===== src/rtl/lsu_v1.sv =====
// Load/store initiator: turns one byte/half/word core access into memory_v2 word strobes,
// using read-modify-write for sub-word stores and sign/zero extension for loads.
module lsu_v1 #(
    parameter int addr_width = 10,
    parameter int data_width = 32
) (
    input  logic                  clk,
    input  logic                  rst,
    input  logic                  req_valid,
    output logic                  req_ready,
    input  logic                  req_we,
    input  logic [1:0]            req_size,
    input  logic                  req_unsigned,
    input  logic [31:0]           req_addr,
    input  logic [31:0]           req_wdata,
    output logic                  resp_valid,
    output logic [31:0]           resp_rdata,
    output logic                  resp_err,
    output logic [addr_width-1:0] mem_addr,
    output logic [data_width-1:0] mem_data_out,
    input  logic [data_width-1:0] mem_data_in,
    output logic                  mem_write_enable,
    output logic                  mem_read_enable
);

    // Handshake: a request is taken on an edge where req_valid and req_ready are both 1;
    // resp_valid is a one-cycle pulse and resp_err/resp_rdata are meaningful only with it.
    typedef enum logic [2:0] {IDLE, RD, CAP, WR, RESP} state_t;

    state_t                state_q, state_d;
    logic                  we_q, we_d;
    logic [1:0]            size_q, size_d;
    logic                  uns_q, uns_d;
    logic [1:0]            addr_lo_q, addr_lo_d;
    logic [15:0]           wdata_q, wdata_d;
    logic                  req_ready_q, req_ready_d;
    logic                  resp_valid_q, resp_valid_d;
    logic [31:0]           resp_rdata_q, resp_rdata_d;
    logic                  resp_err_q, resp_err_d;
    logic [addr_width-1:0] mem_addr_q, mem_addr_d;
    logic [data_width-1:0] mem_data_out_q, mem_data_out_d;
    logic                  mem_we_q, mem_we_d;
    logic                  mem_re_q, mem_re_d;

    logic                  req_err;
    logic [7:0]            lane_b;
    logic [15:0]           lane_h;
    logic [31:0]           load_ext;
    logic [data_width-1:0] merged;

    assign req_err = (req_size == 2'b11)
                   | ((req_size == 2'b01) & req_addr[0])
                   | ((req_size == 2'b10) & (|req_addr[1:0]))
                   | ((req_addr >> (addr_width + 2)) != 32'd0);

    always_comb begin
        lane_b = mem_data_in[{addr_lo_q, 3'b000} +: 8];
        lane_h = mem_data_in[{addr_lo_q[1], 4'b0000} +: 16];
        case (size_q)
            2'b00:   load_ext = {{24{~uns_q & lane_b[7]}}, lane_b};
            2'b01:   load_ext = {{16{~uns_q & lane_h[15]}}, lane_h};
            default: load_ext = mem_data_in;
        endcase
        // Unselected lanes keep the word just read from memory.
        merged = mem_data_in;
        if (size_q == 2'b00) merged[{addr_lo_q, 3'b000} +: 8] = wdata_q[7:0];
        else                 merged[{addr_lo_q[1], 4'b0000} +: 16] = wdata_q;
    end

    always_comb begin
        state_d        = state_q;
        we_d           = we_q;
        size_d         = size_q;
        uns_d          = uns_q;
        addr_lo_d      = addr_lo_q;
        wdata_d        = wdata_q;
        req_ready_d    = 1'b0;
        resp_valid_d   = 1'b0;
        resp_err_d     = 1'b0;
        resp_rdata_d   = resp_rdata_q;
        mem_addr_d     = mem_addr_q;
        mem_data_out_d = mem_data_out_q;
        mem_we_d       = 1'b0;
        mem_re_d       = 1'b0;
        case (state_q)
            IDLE: begin
                req_ready_d = 1'b1;
                if (req_valid && req_ready_q) begin
                    req_ready_d  = 1'b0;
                    we_d         = req_we;
                    size_d       = req_size;
                    uns_d        = req_unsigned;
                    addr_lo_d    = req_addr[1:0];
                    wdata_d      = req_wdata[15:0];
                    mem_addr_d   = req_addr[addr_width+1:2];
                    resp_rdata_d = 32'd0;
                    if (req_err) begin
                        state_d      = RESP;
                        resp_valid_d = 1'b1;
                        resp_err_d   = 1'b1;
                    end else if (req_we && req_size == 2'b10) begin
                        state_d        = WR;
                        mem_we_d       = 1'b1;
                        mem_data_out_d = req_wdata;
                    end else begin
                        state_d  = RD;
                        mem_re_d = 1'b1;
                    end
                end
            end
            RD: state_d = CAP;
            CAP: begin
                if (we_q) begin
                    state_d        = WR;
                    mem_we_d       = 1'b1;
                    mem_data_out_d = merged;
                end else begin
                    state_d      = RESP;
                    resp_valid_d = 1'b1;
                    resp_rdata_d = load_ext;
                end
            end
            WR: begin
                state_d      = RESP;
                resp_valid_d = 1'b1;
            end
            RESP: begin
                state_d     = IDLE;
                req_ready_d = 1'b1;
            end
            default: state_d = IDLE;
        endcase
    end

    always_ff @(posedge clk) begin
        if (!rst) begin
            state_q        <= IDLE;
            we_q           <= 1'b0;
            size_q         <= 2'b00;
            uns_q          <= 1'b0;
            addr_lo_q      <= 2'b00;
            wdata_q        <= 16'd0;
            req_ready_q    <= 1'b0;
            resp_valid_q   <= 1'b0;
            resp_rdata_q   <= 32'd0;
            resp_err_q     <= 1'b0;
            mem_addr_q     <= '0;
            mem_data_out_q <= '0;
            mem_we_q       <= 1'b0;
            mem_re_q       <= 1'b0;
        end else begin
            state_q        <= state_d;
            we_q           <= we_d;
            size_q         <= size_d;
            uns_q          <= uns_d;
            addr_lo_q      <= addr_lo_d;
            wdata_q        <= wdata_d;
            req_ready_q    <= req_ready_d;
            resp_valid_q   <= resp_valid_d;
            resp_rdata_q   <= resp_rdata_d;
            resp_err_q     <= resp_err_d;
            mem_addr_q     <= mem_addr_d;
            mem_data_out_q <= mem_data_out_d;
            mem_we_q       <= mem_we_d;
            mem_re_q       <= mem_re_d;
        end
    end

    assign req_ready        = req_ready_q;
    assign resp_valid       = resp_valid_q;
    assign resp_rdata       = resp_rdata_q;
    assign resp_err         = resp_err_q;
    assign mem_addr         = mem_addr_q;
    assign mem_data_out     = mem_data_out_q;
    assign mem_write_enable = mem_we_q;
    assign mem_read_enable  = mem_re_q;

endmodule


===== config.mk =====
export PLATFORM = sky130hd
export DESIGN_NAME = lsu_v1
export DESIGN_NICKNAME = d
export VERILOG_FILES = /design/src/rtl/lsu_v1.sv
export SDC_FILE = /design/constraint.sdc
export NUM_CORES = 1
export LEC_CHECK = 0
export BUFFER_PORTS_ARGS = -buffer_cell sky130_fd_sc_hd__buf_2
export CORE_ASPECT_RATIO = 0.6
export CORE_MARGIN = 3
export CORE_UTILIZATION = 24
export DETAILED_ROUTE_END_ITERATION = 8
export PLACE_DENSITY_LB_ADDON = 0.2
export SKIP_LAST_GASP = 1
export SLEW_MARGIN = 40
export SYNTH_ARGS = -nofsm -noshare
export SYNTH_HDL_FRONTEND = slang
export SYNTH_SLANG_ARGS = --single-unit

===== constraint.sdc =====
create_clock -name clk -period 5.7 [get_ports clk]
set_clock_uncertainty 0.1 [all_clocks]
set_input_delay 0.57 -clock clk [delete_from_list [all_inputs] [get_ports clk]]
set_output_delay 0.57 -clock clk [all_outputs]
set_load 0.02 [all_outputs]

Word-level counts from Yosys, hierarchy flattened
Cells that the tools add are included.
Word-level totals
  input bits: 103
  register bits: 104
Cells by class
  bitwise logic cells: 11
  add/subtract/negate cells: 2
  equality and inequality tests: 13
  muxes and demuxes: 29
  shift-type cells: 6
  reductions and logical operators: 12
Operators with widths (number)
  $mux 32: 7
  $pmux 32 s2: 3
  $bwmux 32: 2
  $reduce_bool 32->1: 1
  $shift 16x7->32 const A: 1
  $shift 8x7->32 const A: 1
  $shiftx 16x7->32: 1
  $shiftx 32x6->16: 1
  $shiftx 32x6->8: 1
  $shiftx 8x7->32: 1
  $neg 5->7: 2
  $pmux 3 s4: 1
  $ne 2x2->1 const B: 5
  $mux 1: 9
  $mux 3: 3
  $eq 3x2->1 const B: 2
  $reduce_and 5->1: 1
  $and 1x1->1: 4
  $eq 2x1->1 const B: 2
  $eq 2x2->1 const B: 2
  $not 1->1: 4
  $pmux 1 s2: 2
  $reduce_and 2->1: 2
  $reduce_or 4->1: 1
  other kinds (11): 14

Logic depth before layout (Yosys ltp)
  depth in word-level cells: 8
  gate-level depth with buffers: 9
  mapped depth without buffers: 7

Worst setup path after synthesis
No wires, ideal clock.
  path kind: register to register
  from: register addr_lo_q[1]
  to: register mem_data_out_q[16] (netlist: mem_data_out[16])
  setup time: 0.072 ns
  period minus slack after synthesis: 2.116 ns
  stages on the path, launching flop included: 10
  setup slack: 3.584 ns
  buffers on the path: 2
  data required time: 5.528 ns
  arrival: 1.945 ns
  path through: dfxtp_1 -> buf_2 -> inv_1 -> ha_1 -> nor4bb_1 -> buf_1 -> a221oi_1 -> o21ai_0 -> nand2_1 -> mux2i_1
Between the ends
  longest elaborated chain between the ends: 6
  elaborated cells on any way between the ends: 11
  those cells by class: 2 x add/sub; 4 x shift; 5 x mux
RTL lines
  from (decl): RTL line 34  | logic [1:0] addr_lo_q, addr_lo_d;
  from (signal assigned): RTL line 156  | addr_lo_q <= addr_lo_d;
  $neg 5->7 (on tied branches): RTL line 67, 66
  $shiftx 16x7->32 (tied with other cells): RTL line 67  | else merged[{addr_lo_q[1], 4'b0000} +: 16] = wdata_q;
  $bwmux 32 (on tied branches): RTL line 67, 66
  $mux 32 *: RTL line 66  | if (size_q == 2'b00) merged[{addr_lo_q, 3'b000} +: 8] = wdata_q[7:0];
  $mux 32 *: RTL line 113  | if (we_q) begin
  $pmux 32 s2 *: RTL line 85  | case (state_q)
  to (signal assigned): RTL line 163  | mem_data_out_q <= mem_data_out_d;
  to (decl): RTL line 41  | logic [data_width-1:0] mem_data_out_q, mem_data_out_d;
Mark *: on every way between the ends. The rest lies on a longest branch, timed or not. The select of a mux whose other input is x is not followed.
A chain may end at the register's enable or synchronous reset.

Worst setup path after layout
  from: register addr_lo_q[1]
  to: register resp_rdata_q[10] (netlist: resp_rdata[10])
Between the ends
  longest elaborated chain between the ends: 5
  elaborated cells on any way between the ends: 6
  those cells by class: 2 x shift; 3 x mux; 1 x bitwise
RTL lines
  $shiftx 32x6->8: RTL line 57  | lane_b = mem_data_in[{addr_lo_q, 3'b000} +: 8];
  $and 1x1->1: RTL line 60  | 2'b00: load_ext = {{24{~uns_q & lane_b[7]}}, lane_b};
  $pmux 32 s2 *: RTL line 59  | case (size_q)
  $mux 32 *: RTL line 113
  $pmux 32 s2 *: RTL line 85
  to (signal assigned): RTL line 160  | resp_rdata_q <= resp_rdata_d;
  to (decl): RTL line 38  | logic [31:0] resp_rdata_q, resp_rdata_d;
Marks and branches as above.

==> summary by stage <==
Yosys
The synthesized design spends more area on one cell type than any other, namely dfxtp_1. The number of cells produced by synthesis is around 730. After synthesis, the netlist uses between 40 and 50 different library cells. The number of nets in the synthesized netlist is around 840.

The fraction of the yosys area taken by sequential cells is 0.364. The most frequent cell after synthesis is nand2_1. The cell area that synthesis handed to floorplanning was about 5700 um2.

The flop and latch count out of synthesis is 104. After synthesis, the mean cell area works out to 7.79 um2. The portion of synthesized cell area occupied by the leading cell type is 0.364. The number of flops mapped to enable cells by yosys is 0.

Among all flip-flop cells after synthesis, the most frequent one is dfxtp_1. In the post-synthesis netlist, the biggest area contributors are dfxtp_1, nand2_1, mux2_2. For this run, the number of Yosys warnings is 0. For this run, asynchronously set or reset flops after synthesis account for 0. The commonest cells after synthesis are nand2_1, dfxtp_1, o21ai_0.

Setup path
By startpoint and endpoint, the worst setup path is classified as reg2reg. The endpoint arrival time on the critical path is approximately 3.0 ns. In this design, the largest share of critical-path delay is due to compound AO/OA/AOI/OAI gates.

On the critical path, the stage with the largest delay is an instance of dfxtp_2. The endpoint required time on the critical path is 5.86 ns. The signal on the critical path passes through buf_4 > mux2i_1 > o32ai_1 > a21oi_1 > a21oi_1 > a21o_1. The number of buffers and inverters on the critical path is 1. Setup slack on the worst reg-to-reg path comes out at 2.82 ns. The nature of the critical path endpoint is a flip-flop. The biggest cell delay along the critical path is 0.82 ns. The startpoint of the worst-slack reg-to-reg timing path is addr_lo_q[1]$_SDFFE_PN0P_. The depth of the worst register-to-register path is 6. In this run the worst path has a maximum fanout of 34.

The endpoint identified for the worst register-to-register timing path is resp_rdata[10]$_SDFFE_PN0P_. The cell occurring most often along the worst timing path is a21oi_1. The startpoint type of the worst setup path is a flip-flop.

Cells and area
The multi-input combinational cells in the finished layout cover a total of 3350 um2. Fill cells in the final layout number about 2600. Summing all flip-flop and latch instances after layout gives around 2100 um2. Of the cells placed in the final design, the portion with a size suffix greater than 1 is 0.298. The area growth from synthesis to layout is 25.9%.

The net count of the finished layout is ~1000.

Power
The worst vdd rail ir drop is ~0.14 mV. Of the total power, combinational logic draws 0.145. The analysis attributes to net switching a power of between 0.4 and 0.5 mW.

The analysis attributes to cell leakage a power of 3.22 nW. The share of total power consumed by net switching is 0.276. The clock share of power is 0.410.

The share of total power dissipated in sequential elements is 0.445. The cell internal power dissipation is 1.24 mW. The cell area power density is about 240 nW/um2. The design draws around 1.7 mW.

Placement
The HPWL reported at the end of detailed placement is 18.2 mm. At the end of routability-driven placement, the weighted congestion stood at between 0.8 and 0.9. The number of buffers added on ports is between 150 and 200.

Floorplanning
The die width is ~210 um. In this run the core area contains 43 standard-cell rows. The core region is ~23000 um2.

The die covers around 26000 um2. The die boundary height is ~130 um. The I/O pin count is 182.

The starting utilization of the core area is 0.246.

Clock tree
No sink is reached through more buffers than the 2 on the longest clock path. The clock-pin transition on the worst setup and hold timing paths is roughly 0.070 ns. TritonCTS built the clock tree. The clock latency on the worst-skew pair is around 0.36 ns. Once the clock tree was built, the resizer swapped 0 gates to a different size.

The maximum level of the CTS H-tree is 3. Post-CTS timing repair inserted 0 buffers for setup. The clock tree root driver cell is clkbuf_16. The number of buffers created by CTS is 9.

The number of hold buffers added after CTS was 0. The number of sinks handled by clock tree synthesis is around 100.

Hold path
For hold timing, the worst endpoint is mem_addr[4]$_SDFFE_PN0P_. The worst hold path passes through 3 cells. In this run the most critical hold path is launched from req_addr[6]. The type of the worst min-delay path is in2reg.

STA
The number of hold violations in the final report is 0. The worst-margin pin slew is 0.744 ns. Timing would allow up to between 300 and 400 MHz. In the finished design, the share of the clock period the worst path needs comes to 0.505.

Setup repair after global routing left no endpoint under its margin. In this run the tightest slew margin relative to its limit is 0.504. The clock period minus worst slack is between 2 and 3 ns. The final setup violation count is 0. The final-report max-slew violation count is 0.

The final-layout setup total negative slack is 0 ns.

Route
The number of vias after detailed routing is around 6000. The post-detailed-route wirelength per cell is approximately 21 um. The DRC marker count from the first detailed-route iteration is 513. The via density per instance is between 4 and 5. The number of iterations in the first detailed-routing pass is 6.

The count of antenna-violating nets left after detailed routing is 0. The final layout contains routed wiring with a total length of between 20 and 25 mm. The remaining routing DRC violations is 0.

GRT
The wire length of the first global-routing pass is ~37 mm. The pin count of the biggest net entering global routing is a little under 70. The sum of overflow across all layers after global routing is 0.

The initial antenna violation count was 2. The number of global-route vias before repair came to approximately 5700. The global router's overall resource usage is 0.191.

Outcome
The run finished with clean final reports.

Run
The number of violations of the max-capacitance limit is 0.
metal layers:
layer	global-route usage	wire, um
met1	0.296	12500
met2	0.252	9830
met3	0.0648	2350
met4	0.0369	255
met5	0	13
worst register-to-register path, stage by stage, from the launching register on:
cell,delay [ns]
dfxtp_2,0.82
buf_4,0.45
mux2i_1,0.34
o32ai_1,0.16
a21oi_1,0.57
a21oi_1,0.16
a21o_1,0.19
cell usage in the layout, fill, tap and decap left out, drive strengths merged, types with 2 or more instances in the layout:
cell type / Yosys / final
dfxtp: 104 / 104
nor3: 10 / 10
nand2: 204 / 204
or3b: 2 / 2
ha: 5 / 5
o221ai: 5 / 5
nor4: 6 / 6
inv: 9 / 10
nor4bb: 3 / 3
nor2: 8 / 8
a31oi: 8 / 8
bufinv: 0 / 2
nor2b: 3 / 3
o21ai: 93 / 93
a221oi: 33 / 33
nand3: 4 / 4
clkbuf: 39 / 12
a21o: 9 / 9
nor4b: 2 / 2
buf: 21 / 195
mux2: 39 / 39
nand2b: 4 / 4
mux2i: 34 / 34
a21oi: 70 / 70
registers in the layout, summed over array words and instances, names as in the netlist:
register,count
resp_err,1
uns_q,1
resp_valid,1
state_q,3
mem_addr,10
mem_write_enable,1
resp_rdata,32
addr_lo_q,2
size_q,2
req_ready,1
mem_data_out,32
mem_read_enable,1
we_q,1
wdata_q,16
stage by stage:
| stage | hold WS, ns | setup WS, ns | cells | utilization | area [um2] |
|---|---|---|---|---|---|
| after floorplan | 0.343 | 3.58 | 734 | - | 5720 |
| after global placement | 0.338 | 2.87 | 1184 | 0.296 | 6870 |
| after detailed placement | 0.341 | 2.88 | 1184 | 0.296 | 6870 |
| after CTS | 0.324 | 2.85 | 1199 | 0.310 | 7190 |
| after global routing | 0.330 | 2.59 | 1200 | 0.310 | 7200 |
| final | 0.342 | 2.82 | 1200 | 0.310 | 7200 |
final cells by class:
cell class	count	share of cell area
Inverter	10	0.00522
Sequential cell	104	0.289
Timing Repair Buffer	195	0.140
Multi-Input combinational cell	560	0.465
Antenna cell	1	0.000348
Clock buffer	12	0.0356
Tap cell	315	0.0548
Clock inverter	3	0.00904
cells by family after synthesis:
logic type	share of synthesized area
simple gates	0.189
compound gates	0.246
flops	0.364
mux	0.136
buf+inv	0.0532
fa+ha+maj	0.0109
worst max-delay path by stage:
stage / startpoint / slack, ns / end / cells past startpoint
2_1_floorplan: addr_lo_q[1]$_SDFFE_PN0P_ / 3.58 / mem_data_out[16]$_SDFFE_PN0P_ / 9
3_3_place_gp: addr_lo_q[1]$_SDFFE_PN0P_ / 2.87 / mem_data_out[30]$_SDFFE_PN0P_ / 8
3_5_place_dp: addr_lo_q[1]$_SDFFE_PN0P_ / 2.88 / resp_rdata[10]$_SDFFE_PN0P_ / 6
4_1_cts: addr_lo_q[1]$_SDFFE_PN0P_ / 2.85 / resp_rdata[10]$_SDFFE_PN0P_ / 6
5_1_grt: addr_lo_q[1]$_SDFFE_PN0P_ / 2.59 / resp_rdata[8]$_SDFFE_PN0P_ / 6
6_report: addr_lo_q[1]$_SDFFE_PN0P_ / 2.82 / resp_rdata[10]$_SDFFE_PN0P_ / 6
power by group through the flow:
stage | Sequential (mW) | Combinational, mW | Clock (mW)
floorplan | 0.769 | 0.136 | 0
global placement | 0.776 | 0.247 | 0
detailed placement | 0.777 | 0.246 | 0
CTS | 0.760 | 0.247 | 0.725
global route | 0.763 | 0.272 | 0.751
finish | 0.761 | 0.249 | 0.701
Note: power is estimated with default switching activity, not from simulation.
